`src/rtl/nibble_serial_adder.sv`:
```
// nibble_serial_adder: WIDTH-bit add done one 4-bit slice per clock, LSB first.
// Define SERIAL_ADDER_SUB_EN to add the sub_i port and A-B operation.

module fulladder4 (
  input  logic [3:0] a_i,
  input  logic [3:0] b_i,
  input  logic       c_i,
  output logic [3:0] s_o,
  output logic       c_o
);

  logic [4:0] c;

  // Four full adders chained through the carry.
  always_comb begin
    c    = '0;
    s_o  = '0;
    c[0] = c_i;
    for (int i = 0; i < 4; i++) begin
      s_o[i]   = a_i[i] ^ b_i[i] ^ c[i];
      c[i+1]   = (a_i[i] & b_i[i]) |
                 (c[i] & (a_i[i] ^ b_i[i]));
    end
  end

  assign c_o = c[4];

endmodule

module nibble_serial_adder #(
  parameter int WIDTH = 32
) (
  input  logic             clk_i,
  input  logic             rst_i,
  input  logic             req_i,
  input  logic [WIDTH-1:0] a_i,
  input  logic [WIDTH-1:0] b_i,
  input  logic             carry_i,
`ifdef SERIAL_ADDER_SUB_EN
  input  logic             sub_i,
`endif
  output logic             ready_o,
  output logic             valid_o,
  output logic [WIDTH-1:0] sum_o,
  output logic             carry_o
);

  localparam int N     = WIDTH / 4;
  localparam int IDX_W = (N > 1) ? $clog2(N) : 1;
  localparam logic [IDX_W-1:0] LAST = IDX_W'(N - 1);

  typedef enum logic [1:0] {
    IDLE,
    RUN,
    DONE
  } state_t;

  state_t                state_q, state_d;
  logic [IDX_W-1:0]      idx_q, idx_d;
  logic                  cy_q, cy_d;
  logic [N-1:0][3:0]     a_q, a_d;
  logic [N-1:0][3:0]     b_q, b_d;
  logic [N-1:0][3:0]     sum_q, sum_d;
  logic                  cout_q, cout_d;
  logic                  ready_q, ready_d;
  logic                  valid_q, valid_d;

  logic [3:0]            sl_s;
  logic                  sl_c;

  // The one shared slice, steered by the nibble index.
  fulladder4 u_slice (
    .a_i (a_q[idx_q]),
    .b_i (b_q[idx_q]),
    .c_i (cy_q),
    .s_o (sl_s),
    .c_o (sl_c)
  );

  // Next-state and next-output decode for the IDLE/RUN/DONE sequencer.
  always_comb begin
    state_d = state_q;
    idx_d   = idx_q;
    cy_d    = cy_q;
    a_d     = a_q;
    b_d     = b_q;
    sum_d   = sum_q;
    cout_d  = cout_q;
    ready_d = ready_q;
    valid_d = 1'b0;
    unique case (state_q)
      IDLE: begin
        ready_d = 1'b1;
        if (req_i) begin
          a_d     = a_i;
          b_d     = b_i;
          cy_d    = carry_i;
`ifdef SERIAL_ADDER_SUB_EN
          if (sub_i) begin
            b_d  = ~b_i;
            cy_d = 1'b1;
          end
`endif
          idx_d   = '0;
          sum_d   = '0;
          cout_d  = 1'b0;
          ready_d = 1'b0;
          state_d = RUN;
        end
      end
      RUN: begin
        ready_d      = 1'b0;
        sum_d[idx_q] = sl_s;
        cy_d         = sl_c;
        if (idx_q == LAST) begin
          cout_d  = sl_c;
          valid_d = 1'b1;
          state_d = DONE;
        end else begin
          idx_d = idx_q + 1'b1;
        end
      end
      DONE: begin
        ready_d = 1'b1;
        state_d = IDLE;
      end
      default: begin
        ready_d = 1'b1;
        state_d = IDLE;
      end
    endcase
  end

  // State, datapath and registered outputs; reset drops any partial result.
  always_ff @(posedge clk_i or posedge rst_i) begin
    if (rst_i) begin
      state_q <= IDLE;
      idx_q   <= '0;
      cy_q    <= 1'b0;
      a_q     <= '0;
      b_q     <= '0;
      sum_q   <= '0;
      cout_q  <= 1'b0;
      ready_q <= 1'b1;
      valid_q <= 1'b0;
    end else begin
      state_q <= state_d;
      idx_q   <= idx_d;
      cy_q    <= cy_d;
      a_q     <= a_d;
      b_q     <= b_d;
      sum_q   <= sum_d;
      cout_q  <= cout_d;
      ready_q <= ready_d;
      valid_q <= valid_d;
    end
  end

  assign ready_o = ready_q;
  assign valid_o = valid_q;
  assign sum_o   = sum_q;
  assign carry_o = cout_q;

endmodule

```
`config.mk`:
```
export PLATFORM = sky130hd
export DESIGN_NAME = nibble_serial_adder
export DESIGN_NICKNAME = d
export VERILOG_FILES = /design/src/rtl/nibble_serial_adder.sv
export SDC_FILE = /design/constraint.sdc
export NUM_CORES = 1
export LEC_CHECK = 0
export ABC_CLOCK_PERIOD_IN_PS = 4710
export BUFFER_PORTS_ARGS = -buffer_cell sky130_fd_sc_hd__buf_2
export CORE_ASPECT_RATIO = 1.25
export CORE_MARGIN = 2
export CORE_UTILIZATION = 26
export CTS_CLUSTER_SIZE = 30
export DETAILED_ROUTE_END_ITERATION = 7
export PLACE_DENSITY = 0.49
export SLEW_MARGIN = 20
export SYNTH_ARGS = -nofsm -noshare
export SYNTH_HDL_FRONTEND = slang
export SYNTH_SLANG_ARGS = --single-unit
```
`constraint.sdc`:
```
create_clock -name clk_i -period 4.71 [get_ports clk_i]
set_input_delay 0.471 -clock clk_i [delete_from_list [all_inputs] [get_ports clk_i]]
set_output_delay 0.471 -clock clk_i [all_outputs]
set_load 0.1 [all_outputs]
```
After elaboration in Yosys (flattened, before gate mapping)
Cells that the tools add are included.

Add/subtract/negate cells: 1. $lt $le $gt $ge: 2. Equality and inequality tests: 5. Muxes and demuxes: 24. Bitwise gates (word level): 20. Reduce and logical (&&, ||, !) cells: 8.

Operators with widths (number): $pmux W32 S2 (1); $bwmux W32 (1); $mux W32 (1); $bmux W4 S3 (2); $demux W4 S3 (1); $mux W4 (3); $and A1 B1 Y1 (8); $xor A1 B1 Y1 (8); $mux W1 (6); $mux W3 (2); $ne A2 B2 Y1 const B (3); $pmux W1 S2 (3); $pmux W3 S2 (1); $reduce_and A2 Y1 (3); $reduce_and A3 Y1 (2); $lt A3 B4 Y1 const B (1); $mux W2 (2); $or A1 B1 Y1 (4); $pmux W2 S2 (1); $add A3 B1 Y3 const B (1); $eq A3 B3 Y1 const B (1); $ge A3 B1 Y1 const B (1); $eq A2 B1 Y1 const B (1); $logic_not A2 Y1 (1); other kinds (2) (2).

Register bits: 105. Input bits: 68. Output and inout port bits: 35. Logic and storage cells: 90.

Depth between registers and ports, before layout
Depth after elaboration: 13. Gate-level depth with buffers: 11. Mapped depth without buffers: 9.

By module
A second synthesis with hierarchy kept.

Cells, all modules: 347. Area total of the unflattened synthesis: 5013.6 um^2.

Modules (own cells, without submodules): nibble_serial_adder (times used 1, cells each 333, area each 4895.9 um^2, seq. area each 2628.8 um^2); fulladder4 (times used 1, cells each 14, area each 117.6 um^2, seq. area each 0.0 um^2).

Worst setup path after synthesis
OpenSTA, ideal clock, no wires.

Path kind: register to register. Start point: register idx_q[0]. End point: register sum_q, in the netlist sum_o[23]. Setup time: 0.078 ns. Data arrival time: 3.337 ns. Required time: 4.632 ns. Slack: 1.295 ns. Stages on the path, launching flop included: 11. Buffers on the path: 2. Period minus slack after synthesis: 3.415 ns. Cells stage by stage: dfrtp_1 > buf_6 > buf_6 > mux4_1 > mux2_2 > fa_1 > fa_1 > fa_1 > fa_1 > nand2_1 > o2bb2ai_1.

Longest elaborated chain between the ends: 12. Elaborated cells on any way between the ends: 25. Classes of those cells: order compare (2); mux (8); bitwise (14); reduce/logical (1).

Ends and longest elaborated chain: from (decl) (RTL line 59) `logic [IDX_W-1:0] idx_q, idx_d;`; from (signal assigned) (RTL line 148) `idx_q <= idx_d;`; $bmux W4 S3 (on tied branches) (RTL line 73, 74); $mux W4 (on tied branches) (RTL line 73, 74); $xor A1 B1 Y1 (RTL line 22) `(c[i] & (a_i[i] ^ b_i[i]));`; $and A1 B1 Y1 (RTL line 22); $or A1 B1 Y1 (RTL line 21) `c[i+1] = (a_i[i] & b_i[i]) |`; $and A1 B1 Y1 (RTL line 22); $or A1 B1 Y1 (RTL line 21); $and A1 B1 Y1 (RTL line 22); $or A1 B1 Y1 (RTL line 21); $xor A1 B1 Y1 (RTL line 20) `s_o[i] = a_i[i] ^ b_i[i] ^ c[i];`; $bwmux W32 * (RTL line 113) `sum_d[idx_q] = sl_s;`; $pmux W32 S2 * (RTL line 91) `unique case (state_q)`; to (signal assigned) (RTL line 152) `sum_q <= sum_d;`; to (decl) (RTL line 63) `logic [N-1:0][3:0] sum_q, sum_d;`.

Mark *: on every way between the ends. The rest lies on a longest branch, timed or not. The select of a mux whose other input is x is not followed. A chain may end at the register's enable or synchronous reset.

Worst setup path after layout
Start point: register idx_q[0]. End point: register sum_q, in the netlist sum_o[7].

The elaborated chain is that of the path after synthesis.

==> impl_metrics.py <==
metrics = {
    "outcome": {
        "outcome": "complete, no violations",
    },
    "timing": {
        "setup_tns_ps": 0,
        "rsz0062_at_grt": "false",
        "min_period_ps": 3940,
        "slew_headroom": 0.447,
        "fin_crit_sh": 0.837,
        "hold_violations": 0,
        "worst_pin_slew_ps": 829,
        "setup_viol": 0,
        "maxSlewViolCount": 0,
        "clock.fmax_mhz": 254,
        "fin_skew_ps": 11.7,
    },
    "clocking": {
        "worstSkewPairLatency_ps": 350,
        "cts-root-buf": "clkbuf_16",
        "cts_num_sinks": 105,
        "h-tree-depth": 3,
        "clk_path_buf_depth": 2,
        "ctsHoldBuffers": 0,
        "cts_buffers": 9,
        "post_cts_buffers": 0,
        "clkTransAtPathRegs_ps": 70,
        "cts_resized": 0,
        "cts_tree": "yes",
    },
    "floorplan": {
        "ios": 103,
        "die_h_um": 153,
        "floorplan.initialDensity": 0.265,
        "coreArea_um2": 17500,
        "fp.dieW_um": 123,
        "die_area_um2": 18900,
        "core.rowCount": 54,
    },
    "synthesis": {
        "ys_types": 30,
        "synth_common_cells": "104 x dfrtp_1, 73 x mux2_2, 32 x o2bb2ai_1, 10 x mux4_1, 8 x a21o_1",
        "syn_area_um2": 4640,
        "ys_seq_elements": 105,
        "netlist_instances": 292,
        "seq_area_frac_synth": 0.567,
        "ys_warn_count": 0,
        "synth_edf_count": 0,
        "avgSynthCellArea_um2": 15.9,
        "ys.flop_type": "dfrtp_1",
        "yosys-top-cells-area": "dfrtp_1 56%, mux2_2 18%, o2bb2ai_1 6.0%",
        "synth.most_common_cell": "dfrtp_1",
        "yosys.area.top_type": "dfrtp_1",
        "synth_nets": 366,
        "ys_async_sr_fraction": 1.00,
        "synth_top_area_share": 0.561,
    },
    "routing": {
        "vias": 2881,
        "dr.pass1.iters": 4,
        "via_per_inst": 4.64,
        "wire_per_inst_um": 17.4,
        "finalWirelength_um": 10800,
        "drc": 0,
        "antenna_left": 0,
        "drt_iter0_markers": 120,
    },
    "grt": {
        "grt_usage": 0.120,
        "grt_overflow": 0,
        "antenna_found_initial": 0,
        "grt_pass1_wl_um": 17200,
        "grt_pass1_vias": 3114,
        "grt_max_degree": 66,
    },
    "place": {
        "port_buffers": 102,
        "dp_hpwl_um": 7800,
        "place_congestion": 0.728,
    },
    "worst_setup_path": {
        "cp.arrival_ps": 4210,
        "critPathKind": "register to register",
        "crit_required_ps": 4980,
        "critPathMaxFanout": 13,
        "cp-end-kind": "register",
        "reg2reg_depth": 9,
        "crit_chain": "buf_4, mux4_1, mux2_2, fa_1, fa_1, fa_1, fa_1, nand2_1, o2bb2ai_1",
        "cpMaxStageDelayCell": "dfrtp_1",
        "cp_common_cell": "fa_1",
        "crit_path_start_kind": "register",
        "critPathMaxStageDelay_ps": 640,
    },
    "final_layout": {
        "nFillCells": 1748,
        "final_layout_size_suffix_gt1_frac": 0.519,
        "antenna_cells_inserted": 0,
        "nets": 466,
        "multi_input_area_um2": 1870,
        "areaGrowthSynthToFinish_pct": 21.7,
        "seq_area_um2": 2630,
    },
    "job": {
        "drv_cap": 0,
    },
    "worst_hold_path": {
        "min_path_type": "input port to async pin",
    },
}
-- critical path, delay by kind of cell, from the launching register on --
family                     cells  cell delay [ps]
DFF                            1              640
AOI/OAI and AO/OA              1              210
buffers and inverters          1              290
and+or+nand+nor                1              190
adders and majority gates      4             1660
muxes                          2              880
-- cell type report --
| type | count | area share |
|---|---|---|
| Sequential cell | 105 | 0.466 |
| Multi-Input combinational cell | 166 | 0.332 |
| Timing Repair Buffer | 108 | 0.0984 |
| Tap cell | 224 | 0.0496 |
| Clock buffer | 12 | 0.0472 |
| Clock inverter | 4 | 0.00554 |
| Inverter | 2 | 0.00177 |
-- metrics by stage --
stage	cell area [um2]	cells	hold WS, ps	setup slack, ps	utilization
after CTS	5650	621	312	722	0.323
after global placement	5350	605	476	856	0.306
after global routing	5650	621	335	542	0.323
after detailed placement	5350	605	473	770	0.306
final	5650	621	270	769	0.323
after floorplan	4640	292	472	1290	-
-- placed cells by master, fill, tap and decap left out, drive strengths merged --
master	Yosys	final
and2	2	2
fa	4	4
or3	1	1
a22o	6	6
dfstp	1	1
clkinv	0	1
nand2	6	6
or3b	3	3
mux4	16	16
nor2b	1	1
and3b	1	1
a21oi	2	2
mux2	73	73
a21o	8	8
o22ai	1	1
ha	2	2
nor3b	1	1
clkbuf	4	12
nor2	1	1
dfrtp	104	104
inv	2	5
o21bai	1	1
o21ai	1	1
o2bb2ai	32	32
buf	15	108
nand3	1	1
nand3b	3	3
-- registers in the layout, indices dropped and copies added, names as in the netlist --
register / cells
valid_o: 1
ready_o: 1
idx_q: 3
state_q: 2
carry_o: 1
sum_o: 32
a_q: 32
cy_q: 1
b_q: 32
-- path summary, 6_finish.rpt --
check	startpoint	to	slack (ps)
worst max register to register	idx_q[0]$_DFFE_PP0P_	sum_o[7]$_DFFE_PP0P_	770
max in group asynchronous	rst_i	a_q[31]$_DFFE_PP0P_	3390
worst min-delay path	rst_i	sum_o[13]$_DFFE_PP0P_	270
worst max-delay path	idx_q[0]$_DFFE_PP0P_	sum_o[7]$_DFFE_PP0P_	770
worst min register to register	sum_o[5]$_DFFE_PP0P_	sum_o[5]$_DFFE_PP0P_	490
min in group clk_i	b_i[7]	b_q[7]$_DFFE_PP0P_	350
-- routing by layer --
layer / global-route usage / share of wire / vias up
met5: 0 / 0 / -
met4: 0.0373 / 0.013 / 0
met3: 0.0325 / 0.052 / 11
met2: 0.196 / 0.50 / 75
met1: 0.154 / 0.43 / 1473
li1: - / - / 1322
-- cells by family after synthesis --
logic type | count (synthesis) | synth area share
flip-flops | 105 | 0.567
multiplexers | 89 | 0.263
AO/OA/AOI/OAI | 51 | 0.0909
buffers and inverters | 21 | 0.0302
AND/OR/NAND/NOR | 20 | 0.0262
adder cells (fa/ha/maj) | 6 | 0.0227
Power is left out: the tool's default activity adds up to more than one toggle a clock period on the data nets, which glitch-free logic cannot reach.
